`src/rtl/bird_physics.sv`:
```
// Bird vertical physics for the VGA renderer: per-frame gravity/flap integration and IDLE/FLY/DEAD game FSM.
// Optional flap debouncing is enabled by defining BIRD_FLAP_DEBOUNCE_EN.
module bird_physics #(
  parameter int SCREEN_H = 480,
  parameter int BIRD_H   = 20,
  parameter int START_Y  = 240,
  parameter int GRAVITY  = 1,
  parameter int FLAP_VEL = 8,
  parameter int MAX_FALL = 10
`ifdef BIRD_FLAP_DEBOUNCE_EN
  , parameter int DEBOUNCE_CYC = 250000
`endif
) (
  input  logic       dclk,
  input  logic       clr,
  input  logic       flap,
  input  logic       vsync,
  output logic [9:0] y,
  output logic [5:0] vel,
  output logic [1:0] state,
  output logic       frame_tick
);

  typedef enum logic [1:0] {
    IDLE = 2'd0,
    FLY  = 2'd1,
    DEAD = 2'd2,
    BAD  = 2'd3
  } state_t;

  localparam logic signed [11:0] FLOOR_Y  = 12'(SCREEN_H - BIRD_H);
  localparam logic signed [11:0] MAX_V    = 12'(MAX_FALL);
  localparam logic signed [11:0] GRAV_V   = 12'(GRAVITY);
  localparam logic signed [11:0] FLAP_V   = -12'(FLAP_VEL);
  localparam logic [9:0]         START_YV = 10'(START_Y);

  state_t st_q, st_d;
  logic [9:0] y_d;
  logic [5:0] vel_d;
  logic flap_s1, flap_s2, flap_lvl, flap_lvl_d, flap_pulse, flap_pend, flap_eff;
  logic vsync_d;
  logic signed [11:0] v_cur, v_sum, v_new, y_new;

  always_ff @(posedge dclk) begin
    if (clr) begin
      flap_s1 <= 1'b0;
      flap_s2 <= 1'b0;
    end else begin
      flap_s1 <= flap;
      flap_s2 <= flap_s1;
    end
  end

`ifdef BIRD_FLAP_DEBOUNCE_EN
  localparam int CW = $clog2(DEBOUNCE_CYC + 1);
  logic [CW-1:0] db_cnt;
  logic          db_lvl;

  // The debounced level only follows the synced level after it has differed for DEBOUNCE_CYC cycles in a row.
  always_ff @(posedge dclk) begin
    if (clr) begin
      db_cnt <= '0;
      db_lvl <= 1'b0;
    end else if (flap_s2 == db_lvl) begin
      db_cnt <= '0;
    end else if (db_cnt == CW'(DEBOUNCE_CYC - 1)) begin
      db_lvl <= flap_s2;
      db_cnt <= '0;
    end else begin
      db_cnt <= db_cnt + 1'b1;
    end
  end

  assign flap_lvl = db_lvl;
`else
  assign flap_lvl = flap_s2;
`endif

  assign flap_pulse = flap_lvl & ~flap_lvl_d;
  assign flap_eff   = flap_pend | flap_pulse;

  // A pulse landing in the tick cycle is consumed by that tick, so the pending flag never outlives a frame.
  always_ff @(posedge dclk) begin
    if (clr) begin
      flap_lvl_d <= 1'b0;
      vsync_d    <= 1'b1;
      frame_tick <= 1'b0;
      flap_pend  <= 1'b0;
    end else begin
      flap_lvl_d <= flap_lvl;
      vsync_d    <= vsync;
      frame_tick <= vsync_d & ~vsync;
      if (frame_tick)
        flap_pend <= 1'b0;
      else if (flap_pulse)
        flap_pend <= 1'b1;
    end
  end

  always_comb begin
    st_d  = st_q;
    y_d   = y;
    vel_d = vel;
    v_cur = {{6{vel[5]}}, vel};
    v_sum = v_cur + GRAV_V;
    v_new = flap_eff ? FLAP_V : ((v_sum > MAX_V) ? MAX_V : v_sum);
    y_new = $signed({2'b00, y}) + v_new;
    case (st_q)
      IDLE: begin
        y_d   = START_YV;
        vel_d = '0;
        if (frame_tick && flap_eff) begin
          st_d  = FLY;
          y_d   = 10'(START_Y - FLAP_VEL);
          vel_d = FLAP_V[5:0];
        end
      end
      FLY: begin
        if (frame_tick) begin
          if (y_new >= FLOOR_Y) begin
            y_d   = FLOOR_Y[9:0];
            vel_d = '0;
            st_d  = DEAD;
          end else if (y_new < 12'sd0) begin
            y_d   = '0;
            vel_d = '0;
          end else begin
            y_d   = y_new[9:0];
            vel_d = v_new[5:0];
          end
        end
      end
      DEAD: begin
        if (frame_tick && flap_eff) begin
          st_d  = IDLE;
          y_d   = START_YV;
          vel_d = '0;
        end
      end
      default: begin
        st_d  = IDLE;
        y_d   = START_YV;
        vel_d = '0;
      end
    endcase
  end

  always_ff @(posedge dclk) begin
    if (clr) begin
      st_q <= IDLE;
      y    <= START_YV;
      vel  <= '0;
    end else begin
      st_q <= st_d;
      y    <= y_d;
      vel  <= vel_d;
    end
  end

  assign state = st_q;

endmodule

```
`config.mk`:
```
export PLATFORM = sky130hd
export DESIGN_NAME = bird_physics
export DESIGN_NICKNAME = d
export VERILOG_FILES = /design/src/rtl/bird_physics.sv
export SDC_FILE = /design/constraint.sdc
export NUM_CORES = 1
export LEC_CHECK = 0
export CAP_MARGIN = 25
export CELL_PAD_IN_SITES_DETAIL_PLACEMENT = 0
export CELL_PAD_IN_SITES_GLOBAL_PLACEMENT = 1
export CORE_ASPECT_RATIO = 1.1
export CORE_MARGIN = 5
export CORE_UTILIZATION = 41
export CTS_CLUSTER_DIAMETER = 60
export DETAILED_ROUTE_END_ITERATION = 8
export HOLD_SLACK_MARGIN = 0.05
export PLACE_DENSITY = 0.79
export SLEW_MARGIN = 20
export SYNTH_ARGS = -nofsm -noshare
export SYNTH_HDL_FRONTEND = slang
export SYNTH_SLANG_ARGS = --single-unit
```
`constraint.sdc`:
```
create_clock -name dclk -period 5.2 [get_ports dclk]
set_input_delay 1.04 -clock dclk [delete_from_list [all_inputs] [get_ports dclk]]
set_output_delay 1.04 -clock dclk [all_outputs]
set_load 0.02 [all_outputs]
```
==> results.py <==
metrics = {
    "critical_path": {
        "cp.arrival_ps": 4340,
        "cp-end-kind": "register",
        "cp.required_ps": 5370,
        "critPathMaxStageDelay_ps": 530,
        "critPathLaunchType": "register",
        "crit_path_max_fanout": 8,
        "crit_buf_inv": 1,
        "path_class": "reg -> reg",
        "worstPathCellList": "ha_1 -> and3_1 -> nand2_1 -> nor3_1 -> a211o_1 -> nand2_1 -> nor2_1 -> ha_1 -> inv_1 -> fa_1 -> nand2b_1 -> a21oi_1 -> xor2_1 -> a21oi_1 -> a2111o_1 -> and2_4 -> o41a_1",
        "r2r_end": "state[0]",
        "slowest_stage": "a2111o_1",
        "critPathTopFamily": "compound AO/OA/AOI/OAI gates",
        "reg2reg_from": "vel[0]",
        "crit_path_start": "vel[0]",
        "rrSetupSlack_ps": 1030,
        "r2r_cells": 17,
    },
    "synthesis": {
        "yosysWarnings": 0,
        "async_reset_ff_frac": 0,
        "ys_types": 56,
        "synth_area_sq_um": 1820,
        "syn_area_per_cell_sq_um": 8.22,
        "synth-edff-count": 0,
        "syn-num-nets": 241,
        "ys_ff_latch": 24,
        "synth_flop_cell": "dfxtp_1",
        "synthCells": 222,
        "ys_seq_area_frac": 0.263,
    },
    "job": {
        "cap_viol_max_count": 0,
    },
    "sta": {
        "clock_skew_ps": 5.72,
        "finalCritPeriodShare": 0.801,
        "post-route-min-period_ps": 4170,
        "slew_violations": 0,
        "slew_headroom": 0.667,
        "final-setup-viol-count": 0,
        "worst_slew_pin_slew_ps": 497,
        "grt_setup_unrepaired": "false",
        "clock.fmax_mhz": 240,
        "final_hold_viol_count": 0,
        "fin_setup_tns_ps": 0,
    },
    "drt": {
        "vias_per_cell": 5.67,
        "ant_nets": 0,
        "first_pass_iters": 4,
        "vias": 1673,
        "wl_per_cell_microns": 15.8,
        "wirelength_mm": 4.67,
        "drt_iter0_markers": 98,
        "drc": 0,
    },
    "power": {
        "power_leakage_nw": 0.849,
        "power.density_nw_per_um2": 221,
        "ir_drop_mv": 0.140,
    },
    "final_layout": {
        "num-fill-cells": 422,
        "area_growth_pct": 18.2,
        "drive_gt1_frac": 0.0913,
        "final_area_sq_um": 2160,
        "regArea_sq_um": 480,
        "multi_input_area_sq_um": 1260,
        "layout.nets": 261,
        "antenna_cells": 0,
    },
    "clock_network": {
        "numCtsBuffers": 3,
        "ctsRootBufferMaster": "clkbuf_8",
        "cts_tree": "yes",
        "post_cts_resized": 0,
        "clockBufferDepth": 2,
        "h-tree-depth": 1,
        "clk_latency_ps": 280,
        "post-cts-setup-buffers": 0,
        "clk_pin_slew_ps": 100,
        "ctsHoldBuffers": 0,
        "cts_sinks": 24,
    },
    "grt": {
        "grt_max_degree": 16,
        "track_usage": 0.171,
        "grt_pass1_wl_mm": 7.91,
        "grt.overflow.total": 0,
        "antenna_found_initial": 0,
        "grt_pass1_vias": 1642,
    },
    "floorplan": {
        "die_h_microns": 80.0,
        "core.rowCount": 25,
        "initial_core_util": 0.423,
        "io_pins": 23,
        "core_sq_um": 4320,
        "dieArea_sq_um": 5890,
        "dieWidth_microns": 73.6,
    },
    "worst_hold_path": {
        "hold_class": "reg -> reg",
        "hold_depth": 2,
        "hold_start": "vsync_d",
        "hold_end": "frame_tick",
    },
    "placement": {
        "finalWeightedCongestion": 0.801,
        "place_area_sq_um": 2080,
        "port_buffers": 22,
        "dp_hpwl_mm": 3.65,
    },
    "run_status": {
        "status": "finished, final reports clean",
    },
}
-- cells in the final DEF (no fill, tap or decap), types with 4 or more instances in the layout --
| cell | Yosys | routed |
|---|---|---|
| nand3_1 | 8 | 8 |
| a21oi_1 | 21 | 21 |
| inv_1 | 9 | 9 |
| dfxtp_1 | 24 | 24 |
| nor2b_1 | 5 | 5 |
| xor2_1 | 4 | 4 |
| a21o_1 | 6 | 6 |
| o21ai_0 | 9 | 9 |
| o22ai_1 | 4 | 4 |
| nor2_1 | 20 | 20 |
| ha_1 | 14 | 14 |
| nand2_1 | 23 | 23 |
| clkdlybuf4s50_1 | 0 | 22 |
| xnor2_1 | 5 | 5 |
-- logic make-up (layout without fill, tap and decap cells) --
group / Yosys count / after routing / share of synthesized area
AOI/OAI and AO/OA: 76 / 76 / 0.322
and+or+nand+nor: 76 / 76 / 0.209
DFF: 24 / 24 / 0.263
buffers and inverters: 20 / 39 / 0.0439
adders and majority gates: 15 / 15 / 0.107
xor gates and xnor gates: 9 / 9 / 0.0432
muxes: 2 / 2 / 0.0117
-- worst max path at each step --
stage | endpoint | cells past startpoint | slack [ps]
floorplan | state[0] | 17 | 1290
global placement | state[0] | 12 | 1090
detailed placement | state[0] | 17 | 1040
CTS | state[0] | 17 | 1030
global route | y[3] | 17 | 680
finish | state[0] | 17 | 1030
-- per-stage QoR --
step / total power, mW / hold slack (ps) / worst slack, ps / std cells / utilization
final: 0.476 / 414 / 1030 / 295 / 0.499
after global routing: 0.498 / 452 / 676 / 295 / 0.499
after CTS: 0.477 / 414 / 1030 / 295 / 0.499
after detailed placement: 0.308 / 399 / 1040 / 291 / 0.483
after global placement: 0.308 / 395 / 1090 / 291 / 0.483
after floorplan: 0.281 / 392 / 1290 / 222 / -
-- flip-flops by register name, summed over array words and instances, names as in the netlist --
signal	flops
vsync_d	1
vel	6
flap_pend	1
flap_lvl	1
state	2
flap_lvl_d	1
y	10
frame_tick	1
flap_s1	1
-- synth_stat cells (all sizes together), types with 4 or more instances --
| cell | number | area, sq um |
|---|---|---|
| clkbuf | 4 | 16.3 |
| a21oi | 22 | 114 |
| nor2b | 5 | 31.3 |
| nand3 | 9 | 50.1 |
| xnor2 | 5 | 43.8 |
| o22ai | 4 | 25.0 |
| ha | 14 | 175 |
| nand2 | 23 | 86.3 |
| nor2 | 20 | 75.1 |
| a21o | 6 | 45.0 |
| xor2 | 4 | 35.0 |
| dfxtp | 24 | 480 |
| o21ai | 10 | 50.0 |
| inv | 12 | 45.0 |
| buf | 4 | 18.8 |
-- worst reg2reg max path, stage by stage (launching register included) --
cell and delay [ps]:
dfxtp_1 470, ha_1 340, and3_1 250, nand2_1 100, nor3_1 170, a211o_1 140, nand2_1 70, nor2_1 130
ha_1 190, inv_1 60, fa_1 390, nand2b_1 190, a21oi_1 190, xor2_1 240, a21oi_1 70, a2111o_1 530
and2_4 230, o41a_1 300
-- power breakdown --
group / leakage [nW] / internal (mW) / switching (mW)
clock network: 0.0357 / 0.103 / 0.0692
logic: 0.618 / 0.0456 / 0.0677
registers: 0.195 / 0.187 / 0.00388
total: 0.849 / 0.336 / 0.141
-- layout make-up --
| class | instances | area share |
|---|---|---|
| Multi-Input combinational cell | 178 | 0.586 |
| Sequential cell | 24 | 0.223 |
| Timing Repair Buffer | 23 | 0.106 |
| Tap cell | 54 | 0.0313 |
| Inverter | 12 | 0.0209 |
| Clock buffer | 3 | 0.0192 |
| Clock inverter | 1 | 0.0139 |
-- routing by layer --
| metal | vias up | GRT usage | part of all wire |
|---|---|---|---|
| li1 | 853 | - | - |
| met1 | 770 | 0.215 | 0.44 |
| met2 | 41 | 0.289 | 0.50 |
| met3 | 9 | 0.0227 | 0.034 |
| met4 | 0 | 0.0652 | 0.021 |
| met5 | - | 0 | 0 |
(Power assumes the default switching activity.)
